### src/rtl/csdf_pkg.sv
// csdf_pkg: shared constants and helpers for the CSDF accumulator/demux pair.
// Both sides derive the tag and payload widths from here, so the tag
// packing of the tagged stream always matches on producer and consumer.
package csdf_pkg;

  // Ceiling log2 usable in constant expressions; clog2(1) = 0.
  function automatic int clog2(input int v);
    int r;
    r = 0;
    for (int i = 0; i < 31; i++) begin
      if ((1 << i) < v) r = i + 1;
    end
    return r;
  endfunction

  // Tag field width for a given number of fluxes.
  function automatic int tag_width(input int flux);
    return clog2(flux);
  endfunction

  // Payload width left over once the tag occupies the MSBs.
  function automatic int payload_width(input int width, input int flux);
    return width - clog2(flux);
  endfunction

endpackage

### src/rtl/csdf_tag_fifo.sv
// csdf_tag_fifo: DATA_W x DEPTH synchronous FIFO with show-ahead head data.
// Ports:
//   ck, rst        clock, synchronous active-high reset (control state only)
//   wr, wr_data    push request and payload (ignored while full or in reset)
//   rd             pop request (ignored while empty)
//   full, empty    status decoded from the registered occupancy count
//   head           entry at the read pointer, read combinationally
module csdf_tag_fifo
  import csdf_pkg::*;
#(
  parameter int DATA_W = 7,
  parameter int DEPTH  = 4
) (
  input  logic              ck,
  input  logic              rst,
  input  logic              wr,
  input  logic [DATA_W-1:0] wr_data,
  input  logic              rd,
  output logic              full,
  output logic              empty,
  output logic [DATA_W-1:0] head
);

  localparam int PTR_W = clog2(DEPTH);
  localparam int CNT_W = clog2(DEPTH + 1);

  logic [DATA_W-1:0] mem [DEPTH];
  logic [PTR_W-1:0]  wr_ptr;
  logic [PTR_W-1:0]  rd_ptr;
  logic [CNT_W-1:0]  count;
  logic              wr_ok;
  logic              rd_ok;

  assign full  = (count == CNT_W'(DEPTH));
  assign empty = (count == '0);
  // A pop on an empty FIFO is dropped, so a write+read while empty is a
  // plain write; pointers wrap naturally since DEPTH is a power of two.
  assign wr_ok = wr & ~full;
  assign rd_ok = rd & ~empty;
  assign head  = mem[rd_ptr];

  always_ff @(posedge ck) begin
    if (rst) begin
      wr_ptr <= '0;
      rd_ptr <= '0;
      count  <= '0;
    end else begin
      if (wr_ok) wr_ptr <= wr_ptr + 1'b1;
      if (rd_ok) rd_ptr <= rd_ptr + 1'b1;
      case ({wr_ok, rd_ok})
        2'b10:   count <= count + 1'b1;
        2'b01:   count <= count - 1'b1;
        default: count <= count;
      endcase
    end
  end

  // Storage is never reset; writes in a reset cycle are discarded.
  always_ff @(posedge ck) begin
    if (wr_ok && !rst) mem[wr_ptr] <= wr_data;
  end

endmodule

### src/rtl/csdf_tag_demux.sv
// csdf_tag_demux: splits the tagged accumulator stream into per-flux FIFOs.
// Ports:
//   ck, rst     clock, synchronous active-high reset
//   in0_wr      write strobe for the tagged token
//   in0_data    token; tag in [WIDTH-1:DATA_W], payload in [DATA_W-1:0]
//   in0_full    backpressure, high while any flux FIFO is full
//   out_data    show-ahead head payload per flux, flux f at [f*DATA_W +: DATA_W]
//   out_empty   per-flux empty flags
//   out_read    per-flux pop strobes
//   tag_err     sticky flag, set when a token is dropped
module csdf_tag_demux
  import csdf_pkg::*;
#(
  parameter int FLUX  = 2,
  parameter int WIDTH = 8,
  parameter int DEPTH = 4,
  localparam int TAG_WIDTH = tag_width(FLUX),
  localparam int DATA_W    = payload_width(WIDTH, FLUX)
) (
  input  logic                   ck,
  input  logic                   rst,
  input  logic                   in0_wr,
  input  logic [WIDTH-1:0]       in0_data,
  output logic                   in0_full,
  output logic [DATA_W*FLUX-1:0] out_data,
  output logic [FLUX-1:0]        out_empty,
  input  logic [FLUX-1:0]        out_read,
  output logic                   tag_err
);

  logic [TAG_WIDTH-1:0] tag;
  logic [DATA_W-1:0]    payload;
  logic                 tag_ok;
  logic                 accept;
  logic [FLUX-1:0]      full_vec;

  assign tag     = in0_data[WIDTH-1:DATA_W];
  assign payload = in0_data[DATA_W-1:0];
  // Out-of-range tags only exist when FLUX is not a power of two.
  assign tag_ok  = (32'(tag) < 32'(FLUX));
  // Any full flux stalls the whole stream, keeping in0_full a pure
  // function of registered counts with no path from in0_data.
  assign in0_full = |full_vec;
  assign accept   = in0_wr & ~in0_full & tag_ok;

  for (genvar f = 0; f < FLUX; f++) begin : g_flux
    csdf_tag_fifo #(
      .DATA_W (DATA_W),
      .DEPTH  (DEPTH)
    ) u_fifo (
      .ck      (ck),
      .rst     (rst),
      .wr      (accept && (tag == TAG_WIDTH'(f))),
      .wr_data (payload),
      .rd      (out_read[f]),
      .full    (full_vec[f]),
      .empty   (out_empty[f]),
      .head    (out_data[f*DATA_W +: DATA_W])
    );
  end

  always_ff @(posedge ck) begin
    if (rst) begin
      tag_err <= 1'b0;
    end else if (in0_wr && (in0_full || !tag_ok)) begin
      tag_err <= 1'b1;
    end
  end

endmodule

### config.mk
export PLATFORM = sky130hd
export DESIGN_NAME = csdf_tag_demux
export DESIGN_NICKNAME = d
export VERILOG_FILES = /design/src/rtl/csdf_pkg.sv /design/src/rtl/csdf_tag_fifo.sv /design/src/rtl/csdf_tag_demux.sv
export SDC_FILE = /design/constraint.sdc
export NUM_CORES = 1
export LEC_CHECK = 0
export CELL_PAD_IN_SITES_DETAIL_PLACEMENT = 1
export CELL_PAD_IN_SITES_GLOBAL_PLACEMENT = 1
export CORE_AREA = 10 10 89 91
export CTS_BUF_LIST = sky130_fd_sc_hd__clkbuf_4 sky130_fd_sc_hd__clkbuf_8 sky130_fd_sc_hd__clkbuf_16
export DETAILED_ROUTE_END_ITERATION = 10
export DIE_AREA = 0 0 99 101
export PLACE_DENSITY = 0.93
export SYNTH_ARGS = -nofsm -noshare
export SYNTH_HDL_FRONTEND = slang
export SYNTH_SLANG_ARGS = --single-unit
### constraint.sdc
create_clock -name ck -period 4.65 [get_ports ck]
set_input_delay 0.93 -clock ck [delete_from_list [all_inputs] [get_ports ck]]
set_output_delay 0.93 -clock ck [all_outputs]
set_load 0.01 [all_outputs]
== Word-level counts from Yosys, hierarchy flattened ==
Memories as Yosys holds them, arrays and structs flattened. A register that Yosys moved wholly into a read port is not among the register bits.
Index checks and enable logic that the tools add are counted.

* Register bits: 15
* Memory bits (writable): 56
* Bits of input ports: 13
* Output and inout bits: 18
* Memories kept: 2

* $add $sub $neg: 8
* Equality and inequality tests: 6
* Mux-type cells: 10
* Bitwise logic cells: 11
* Reduce and logical (&&, ||, !) cells: 11

{| class="wikitable"
|+ Memory list
! name !! depth !! bits a word !! read ports !! clocked after memory_dff !! wr ports !! line !! RTL
|-
| g_flux[0].u_fifo.mem || 4 || 7 || 1 || 1 || 1 || csdf_tag_fifo.sv:27 || <nowiki>logic [DATA_W-1:0] mem [DEPTH];</nowiki>
|-
| g_flux[1].u_fifo.mem || 4 || 7 || 1 || 1 || 1 || csdf_tag_fifo.sv:27 ||
|}

{| class="wikitable"
|+ Operators with widths
! operator !! count
|-
| $pmux 3 s2 || 2
|-
| $add 2x1->2 const B || 4
|-
| $mux 2 || 4
|-
| $add 3x1->3 const B || 2
|-
| $eq 3x3->1 const B || 2
|-
| $logic_not 3->1 || 2
|-
| $not 1->1 || 6
|-
| $sub 3x1->3 const B || 2
|-
| $and 1x1->1 || 5
|-
| $logic_and 1x1->1 || 5
|-
| $eq 2x1->1 const B || 2
|-
| $eq 2x2->1 const B || 2
|-
| $mux 1 || 4
|-
| $reduce_bool 2->1 || 2
|-
| $reduce_or 2->1 || 1
|-
| $logic_not 1->1 || 1
|}

== Longest topological paths before layout ==
Gate-level depths: netlist (run 1).

* Depth after elaboration: 9
* Gate-level depth with buffers: 9

== Hierarchy ==
From an unflattened synthesis (run 1), not the netlist that was laid out.

* Cells, all modules: 189
* Area, all modules: 3,055.4 sq um

{| class="wikitable"
|+ Modules (own cells, without submodules)
! module !! instances !! cells each !! area an instance (sq um) !! sequential area each (sq um)
|-
| csdf_tag_fifo || 2 || 91 || 1,493.9 || 1,021.0
|-
| csdf_tag_demux || 1 || 7 || 67.6 || 20.0
|}

== Worst setup path after synthesis (run 1) ==
No wires, ideal clock.

* Path kind: input -> register
* Start point: in in0_wr
* End point: reg g_flux[1].u_fifo.count[2]
* Setup time: 0.070 ns
* Arrival: 2.373 ns
* Data required time: 4.580 ns
* Setup slack: 2.207 ns
* Cell stages on the path: 9
* Buffers on the path: 1
* Path through: nand2_1 -> or3_1 -> buf_6 -> ha_1 -> inv_1 -> fa_1 -> xor2_1 -> or3_1 -> a21oi_1

* Word-level cells in the longest chain between the ends: 5
* Elaborated cells on any way between the ends: 7
* Classes of those cells: eq/ne (2); mux (1); bitwise (2); reduce/logical (2)

{| class="wikitable"
|+ RTL lines
! what !! line !! RTL
|-
| from (decl) || csdf_tag_demux.sv:22 || <nowiki>input logic in0_wr,</nowiki>
|-
| $and 1x1->1 (*) || csdf_tag_demux.sv:44 || <nowiki>assign accept = in0_wr & ~in0_full & tag_ok;</nowiki>
|-
| $logic_and 1x1->1 (*) || csdf_tag_demux.sv:53 || <nowiki>.wr (accept && (tag == TAG_WIDTH'(f))),</nowiki>
|-
| $and 1x1->1 (*) || csdf_tag_fifo.sv:38 || <nowiki>assign wr_ok = wr & ~full;</nowiki>
|-
| $eq 2x1->1 or $eq 2x2->1 (tied branches) || csdf_tag_fifo.sv:50 || <nowiki>case ({wr_ok, rd_ok})</nowiki>
|-
| $pmux 3 s2 or $reduce_bool 2->1 (tied branches) || - ||
|-
| to (signal assigned) || csdf_tag_fifo.sv:51 || <nowiki>2'b10: count <= count + 1'b1;</nowiki>
|-
| to (signal assigned) || csdf_tag_fifo.sv:52 || <nowiki>2'b01: count <= count - 1'b1;</nowiki>
|-
| to (signal assigned) || csdf_tag_fifo.sv:53 || <nowiki>default: count <= count;</nowiki>
|-
| to (decl) || csdf_tag_fifo.sv:30 || <nowiki>logic [CNT_W-1:0] count;</nowiki>
|}

Every way passes the cells marked *; elsewhere a longest branch is shown, timed or not.
A chain may end at the register's enable or synchronous reset.

==> results of run 1 <==
==> metal layers <==
| metal | share of wire, % | routed length, um | global-route usage [%] | vias up |
|---|---|---|---|---|
| li1 | - | - | - | 764 |
| met1 | 40 | 2920 | 16.9 | 862 |
| met5 | 0 | 0 | 0 | - |
| met4 | 1.1 | 82 | 4.30 | 0 |
| met3 | 4.9 | 354 | 4.94 | 9 |
| met2 | 54 | 3880 | 26.3 | 45 |
==> registers in the layout (all words and copies together), names as in the netlist, named ones only <==
signal / count
g_flux.u_fifo.wr_ptr: 4
g_flux.u_fifo.mem: 56
tag_err: 1
g_flux.u_fifo.count: 6
g_flux.u_fifo.rd_ptr: 4
==> power breakdown <==
part	internal (uW)	leakage [uW]	switching (uW)
clock network	317	0.000107	255
registers	778	0.000661	91.2
logic	267	0.000469	214
total	1360	0.00124	560
==> how the worst max path moves through the flow <==
stage / slack, ns / startpoint / cells past startpoint / end
2_1_floorplan: 2.21 / in0_wr / 9 / g_flux[1].u_fifo.count[2]
3_3_place_gp: 1.49 / in0_wr / 9 / g_flux[1].u_fifo.count[2]
3_5_place_dp: 1.39 / in0_wr / 9 / g_flux[1].u_fifo.count[2]
4_1_cts: 1.53 / register / 2 / out_data[7]
5_1_grt: 1.47 / register / 2 / out_data[7]
6_report: 1.58 / register / 2 / out_data[7]
==> logic make-up (layout without fill, tap and decap cells) <==
family	count (synthesis)	count (layout)	share of synthesized area (%)
AOI/OAI and AO/OA	14	14	2.75
and+or+nand+nor	39	39	8.33
adders and majority gates	12	12	5.34
buffers and inverters	24	61	3.52
muxes	17	17	11.2
xor gates and xnor gates	8	8	2.26
DFF	75	75	66.6
==> stage by stage <==
| step | cell area [sq um] | hold slack [ns] |
|---|---|---|
| detailed placement | 3440 | 0.484 |
| CTS | 3660 | 0.498 |
| global route | 3660 | 0.511 |
| global placement | 3440 | 0.436 |
| floorplan | 3100 | 0.470 |
| finish | 3660 | 0.488 |
==> area by class of cell <==
class,instances,area [sq um]
fill,545,2540
sequential,75,2060
multi-input combinational,90,925
timing repair buffer,30,300
clock buffer,10,138
tap,77,96.3
clock inverter,6,87.6
inverter,15,56.3
==> cells in the mapped netlist (all sizes together) (2+ instances only) <==
cell type  count  area (sq um)
o311ai         2          17.5
nand2b         4          25.0
edfxtp        56          1680
mux2i          2          20.0
nor3           2          10.0
fa             2          40.0
o31ai          3          22.5
ha            10           125
mux4          14           315
nor2          16          60.1
nor3b          6          75.1
dfxtp         19           380
or3            3          18.8
and4           3          26.3
buf            8          48.8
a21oi          6          30.0
xor2           8          70.1
inv           15          56.3
o21ai          3          15.0
==> critical path, cell delays in order (launching register included) <==
cell                              delay (ns)
sky130_fd_sc_hd__dfxtp_1                0.67
sky130_fd_sc_hd__mux4_2                 0.60
sky130_fd_sc_hd__clkdlybuf4s50_1        0.52
==> metrics.md, run 1 <==
| Metric | Value |
|---|---|
| Number of antenna violations at the first check in global routing | 0 |
| Post-detailed-route DRC marker count | 0 |
| Syn nets | 214 |
| Endpoints failing setup | 0 |
| IO buf count | 30 |
| Fraction of layout cells with a size suffix above 1 | between 10% and 20% |
| Most frequently used flop master after synthesis | sky130_fd_sc_hd__edfxtp_1 |
| Number of placed instances, taps included | roughly 290 |
| Cts-stage hold buffer count | 0 |
| Commonest non-fill, non-tap cell in the layout | sky130_fd_sc_hd__edfxtp_1 |
| Ant diodes | 0 |
| Fraction of registers with async set/reset | 0% |
| Reg-to-reg endpoint | g_flux[1].u_fifo.count[2] |
| Post-synthesis cell area | 0.00310 sq mm |
| Commonest non-fill, non-tap cells in the layout | 56 x sky130_fd_sc_hd__edfxtp_1, 30 x sky130_fd_sc_hd__clkdlybuf4s50_1, 19 x sky130_fd_sc_hd__dfxtp_1 |
| Actual slew at the worst max-slew pin | slightly below 1 ns |
| Overall fraction of global-route tracks in use | approximately 15% |
| Capturing element type of the critical path | output port |
| Kind of start point of the critical path | register |
| Post CTS Setup Buffer Count | 0 |
| Clock tree from TritonCTS | built |
| Critical-path maximum fanout | 7 |
| Number of instances in the synthesized netlist | ~190 |
| Post-detailed-route count of antenna-violating nets | 0 |
| Outcome | finished clean |
| Die Span X | between 90 and 100 um |
| Max Root-Sink Buffers | 2 |
| FP Rows | 29 |
| Worst IR Drop VDD | approximately 0.27 mV |
| Placement Setup Slack | ~1.4 ns |
| Global-route wire length before repair | ~11000 um |
| Remaining max-slew budget at the tightest pin | 34.1% |
| Total of warnings raised by yosys | 0 |
| Total negative setup slack | 0 ns |
| GP Congestion | around 0.75 |
| Seq cells post-synth | 75 |
| WL final | slightly above 7000 um |
| Hold endpoint | tag_err |
| Total number of nets in the final design | approximately 250 |
| Max Transition Viols Final | 0 |
| Number of placed I/O pins | 31 |
| Die Y | between 100 and 150 um |
| Total via count in the routed design | approximately 1700 |
| Unique masters post-synth | 29 |
| Highest achievable clock rate | approximately 330 MHz |
| Slack of the critical path | 1.58 ns |
| Reg2Reg Setup Slack | ~2.0 ns |
| Time the final worst path needs with I/O delays and setup | ~3 ns |
| Hold Crit Start | tag_err |
| Skew-Pair Late Insertion Delay | ~0.36 ns |
| Setup repair after global routing missed its margin | no |
| Power per unit of standard cell area | 525 mW/mm^2 |
| Routed via count divided by cell count | approximately 5.5 |
| Number of enable-type register cells in the synthesized netlist | between 50 and 60 |
| Number of failing hold endpoints at the final stage | 0 |
| WP data required | around 3.7 ns |
| Drt wl/cell | around 24 um |
| Crit Path Category | register to output port |
| Die area | around 0.01 sq mm |
| Mean instance size in the synthesized netlist | ~16 sq um |
| Path type of the worst min-delay path | register to register |
| Crit Reg-Reg Startpoint | g_flux[0].u_fifo.count[2] |
| Depth of the worst hold-timing path | 2 |
| Number of DRC markers in iteration 0 | 93 |
| Leakage power of the design | 0.00124 uW |
| Clock tree skew after final layout | 0.0117 ns |
| Via count of the first global-routing pass | about 1900 |
| Portion of the post-synthesis area used by sequential elements | between 60% and 70% |
| Number of levels the H-tree was split into | 3 |
| Starting density of the core | 49.9% |
| Area growth from synthesis to layout | 18.4% |
| Sink count of the clock tree | 75 |
| Sum of overflow across all layers after global routing | 0 |
| Pin count of the biggest net entering global routing | 27 |
| HPWL reported at the end of detailed placement | ~4500 um |
| CORE AREA | around 0.0062 sq mm |
| Non-Filler Instances | 303 |
| Resized cells post-CTS | 0 |
| Post-layout util | slightly below 60% |
| Clock transition at the registers of the reported paths | 0.08 ns |
| Total power of the final layout | between 1500 and 2000 uW |
| Critical Path AT | roughly 2.1 ns |
| Final clock period utilization by the worst path | around two thirds |
| Clock root cell | sky130_fd_sc_hd__clkbuf_8 |
| Detailed Routing Iterations Pass 1 | 4 |
| Count of cells along the worst register-to-register path | 8 |
| Maximum Capacitance Violations | 0 |
| TritonCTS buffer count | 9 |
Note: power is estimated with default switching activity, not from simulation.
==> inputs of run 2 (changes only) <==
Settings changed: CORE_AREA 10 10 89 91 to 10 10 93 95, DIE_AREA 0 0 99 101 to 0 0 103 105, PLACE_DENSITY 0.93 to 0.87.
Clock period 4.65 ns to 2.87 ns, I/O delays scaled along.
==> run 2 against run 1 <==
Compared with the run above:
- total power increased by 55%
- critical path depth unchanged
- register-to-register slack got worse by 1.5 ns
- sequential cell count unchanged
- clock power increased by 40%
==> metrics.md, run 2 (same netlist as run 1, synthesis figures left out) <==
| Metric | Value |
|---|---|
| Outcome | finished clean |
| HPWL reported at the end of detailed placement | around 4400 um |
| CP max stage cell | sky130_fd_sc_hd__dfxtp_1 |
| Number of flip-flops under the largest register name | between 50 and 60 |
| Total power of the final layout | a little under 3000 uW |
| Endpoints failing setup | 0 |
| Share of power burned in registers | 46.9% |
| Area growth from synthesis to layout | 19.4% |
| Die area | approximately 0.011 sq mm |
| Clock tree skew after final layout | 0.0108 ns |
| Highest achievable clock rate | between 300 and 400 MHz |
| Max Transition Viols Final | 0 |
| Net switching power of the design | 874 uW |
| Skew-Pair Late Insertion Delay | around 0.35 ns |
| Global-route wire length before repair | 9580 um |
| Placement Setup Slack | roughly 0.16 ns |
| Max Root-Sink Buffers | 2 |
| Number of antenna violations at the first check in global routing | 0 |
| Crit Reg-Reg Startpoint | g_flux[1].u_fifo.count[2] |
| TritonCTS buffer count | 9 |
| Pin count of the biggest net entering global routing | 15 |
| Number of levels the H-tree was split into | 3 |
| Power per unit of standard cell area | between 800 and 900 mW/mm^2 |
| Critical-path maximum fanout | 7 |
| Die Y | 105 um |
| Sequential cell area | between 0.002 and 0.0025 sq mm |
| Clock share of power | ~27% |
| Switching Share | just under 30% |
| Register with the most flip-flops | g_flux.u_fifo.mem |
| Number of DRC markers in iteration 0 | between 40 and 50 |
| Total area of multi-input combinational cells | roughly 920 sq um |
| Post-detailed-route count of antenna-violating nets | 0 |
| Routed via count divided by cell count | ~5.3 |
| WP data required | 2.30 ns |
| Path type of the worst min-delay path | register to register |
| Ant diodes | 0 |
| Drt wl/cell | roughly 19 um |
| Post-detailed-route DRC marker count | 0 |
| Met3 track utilization from global routing | between 3 and 4% |
| Hold Crit Start | tag_err |
| Met2 global-route usage | roughly 20% |
| DP Area | 0.00350 sq mm |
| Actual slew at the worst max-slew pin | just over 0.6 ns |
| Sink count of the clock tree | 75 |
| Most Crowded Layer GR | met2 |
| Remaining max-slew budget at the tightest pin | approximately three fifths |
| Largest registers | g_flux.u_fifo.mem (56), g_flux.u_fifo.count (6) |
| Time the final worst path needs with I/O delays and setup | 2.62 ns |
| Capturing element type of the critical path | output port |
| Resized cells post-CTS | 0 |
| Fraction of layout cells with a size suffix above 1 | between 10% and 20% |
| Met1 usage in global routing | around an eighth |
| Critical Path AT | ~2 ns |
| Die Span X | 103 um |
| Clock tree from TritonCTS | built |
| Total number of nets in the final design | around 250 |
| Cts-stage hold buffer count | 0 |
| Critical Path, Cell by Cell | mux4_2 -> clkdlybuf4s50_1 |
| Cell internal power dissipation | roughly 2100 uW |
| Via count of the first global-routing pass | around 1800 |
| Number of placed I/O pins | 31 |
| Total via count in the routed design | 1654 |
| Maximum Capacitance Violations | 0 |
| Post CTS Setup Buffer Count | 0 |
| Number of failing hold endpoints at the final stage | 0 |
| Total negative setup slack | 0 ns |
| Detailed Routing Iterations Pass 1 | 4 |
| GP Congestion | between 0.6 and 0.7 |
| Clock transition at the registers of the reported paths | 0.08 ns |
| Post-layout instance area | 0.00369 sq mm |
| Crit Path Category | register to output port |
| CORE AREA | just under 0.007 sq mm |
| Starting density of the core | 45.8% |
| Leakage power of the design | between 0.001 and 0.0015 uW |
| IO buf count | 30 |
| Slowest Stage Delay on Critical Path | about 0.62 ns |
| WL final | approximately 6000 um |
| Comb pwr share | 26.3% |
| Final clock period utilization by the worst path | 91.2% |
| Overall fraction of global-route tracks in use | approximately an eighth |
| Clock root cell | sky130_fd_sc_hd__clkbuf_8 |
| Kind of start point of the critical path | register |
| Worst IR Drop VDD | roughly 0.45 mV |
| Slack of the critical path | 0.253 ns |
| Sum of overflow across all layers after global routing | 0 |
| Commonest non-fill, non-tap cell in the layout | sky130_fd_sc_hd__edfxtp_1 |
| Layout filler cell count | around 640 |
| FP Rows | 30 |
| Commonest non-fill, non-tap cells in the layout | 56 x sky130_fd_sc_hd__edfxtp_1, 30 x sky130_fd_sc_hd__clkdlybuf4s50_1, 19 x sky130_fd_sc_hd__dfxtp_1 |
| Setup repair after global routing missed its margin | no |
-- run 2: cell types whose count changed in the layout (fill, tap and decap cells not counted) --
cell,delta
sky130_fd_sc_hd__clkinv_4,+1
sky130_fd_sc_hd__inv_6,+1
sky130_fd_sc_hd__bufinv_16,-1
sky130_fd_sc_hd__buf_4,+7
sky130_fd_sc_hd__clkbuf_8,-1
-- run 2: worst paths after layout --
kind	to	slack, ns	depth (start not counted)
setup reg to reg	g_flux[1].u_fifo.count[2]	0.52	8
setup / recovery	out_data[2]	0.25	2
hold reg to reg	tag_err	0.47	2
hold / removal	tag_err	0.47	2
-- run 2: through the flow --
stage	cells	utilization, %	hold slack [ns]
final	313	54.7	0.466
after global placement	297	51.7	0.437
after CTS	313	54.7	0.471
after floorplan	189	-	0.470
after detailed placement	297	51.7	0.455
after global routing	313	54.7	0.487
-- run 2: routing by layer --
metal | vias to the layer above | part of all wire [%]
met3 | 13 | 4.8
li1 | 776 | -
met5 | - | 0
met4 | 0 | 1.9
met2 | 36 | 51
met1 | 829 | 42
-- run 2: worst max-delay path, delay by kind of cell (launching register included) --
| family | cells | cell delay, ns |
|---|---|---|
| buffers and inverters | 1 | 0.50 |
| DFF | 1 | 0.62 |
| muxes | 1 | 0.59 |
-- run 2: layout make-up --
type                       instances  area share, %
tap                               80           2.71
multi-input combinational         90           25.0
timing repair buffer              37           9.55
inverter                          15           1.52
clock buffer                       9           3.35
sequential                        75           55.8
clock inverter                     7           2.03
-- run 2: power groups by stage --
| stage | registers (uW) | logic (uW) | clock network, uW |
|---|---|---|---|
| 6_report | 1400 | 783 | 801 |
| 5_1_grt | 1420 | 876 | 870 |
| 2_1_floorplan | 1340 | 562 | 0 |
| 3_3_place_gp | 1420 | 765 | 0 |
| 4_1_cts | 1400 | 803 | 825 |
| 3_5_place_dp | 1430 | 791 | 0 |
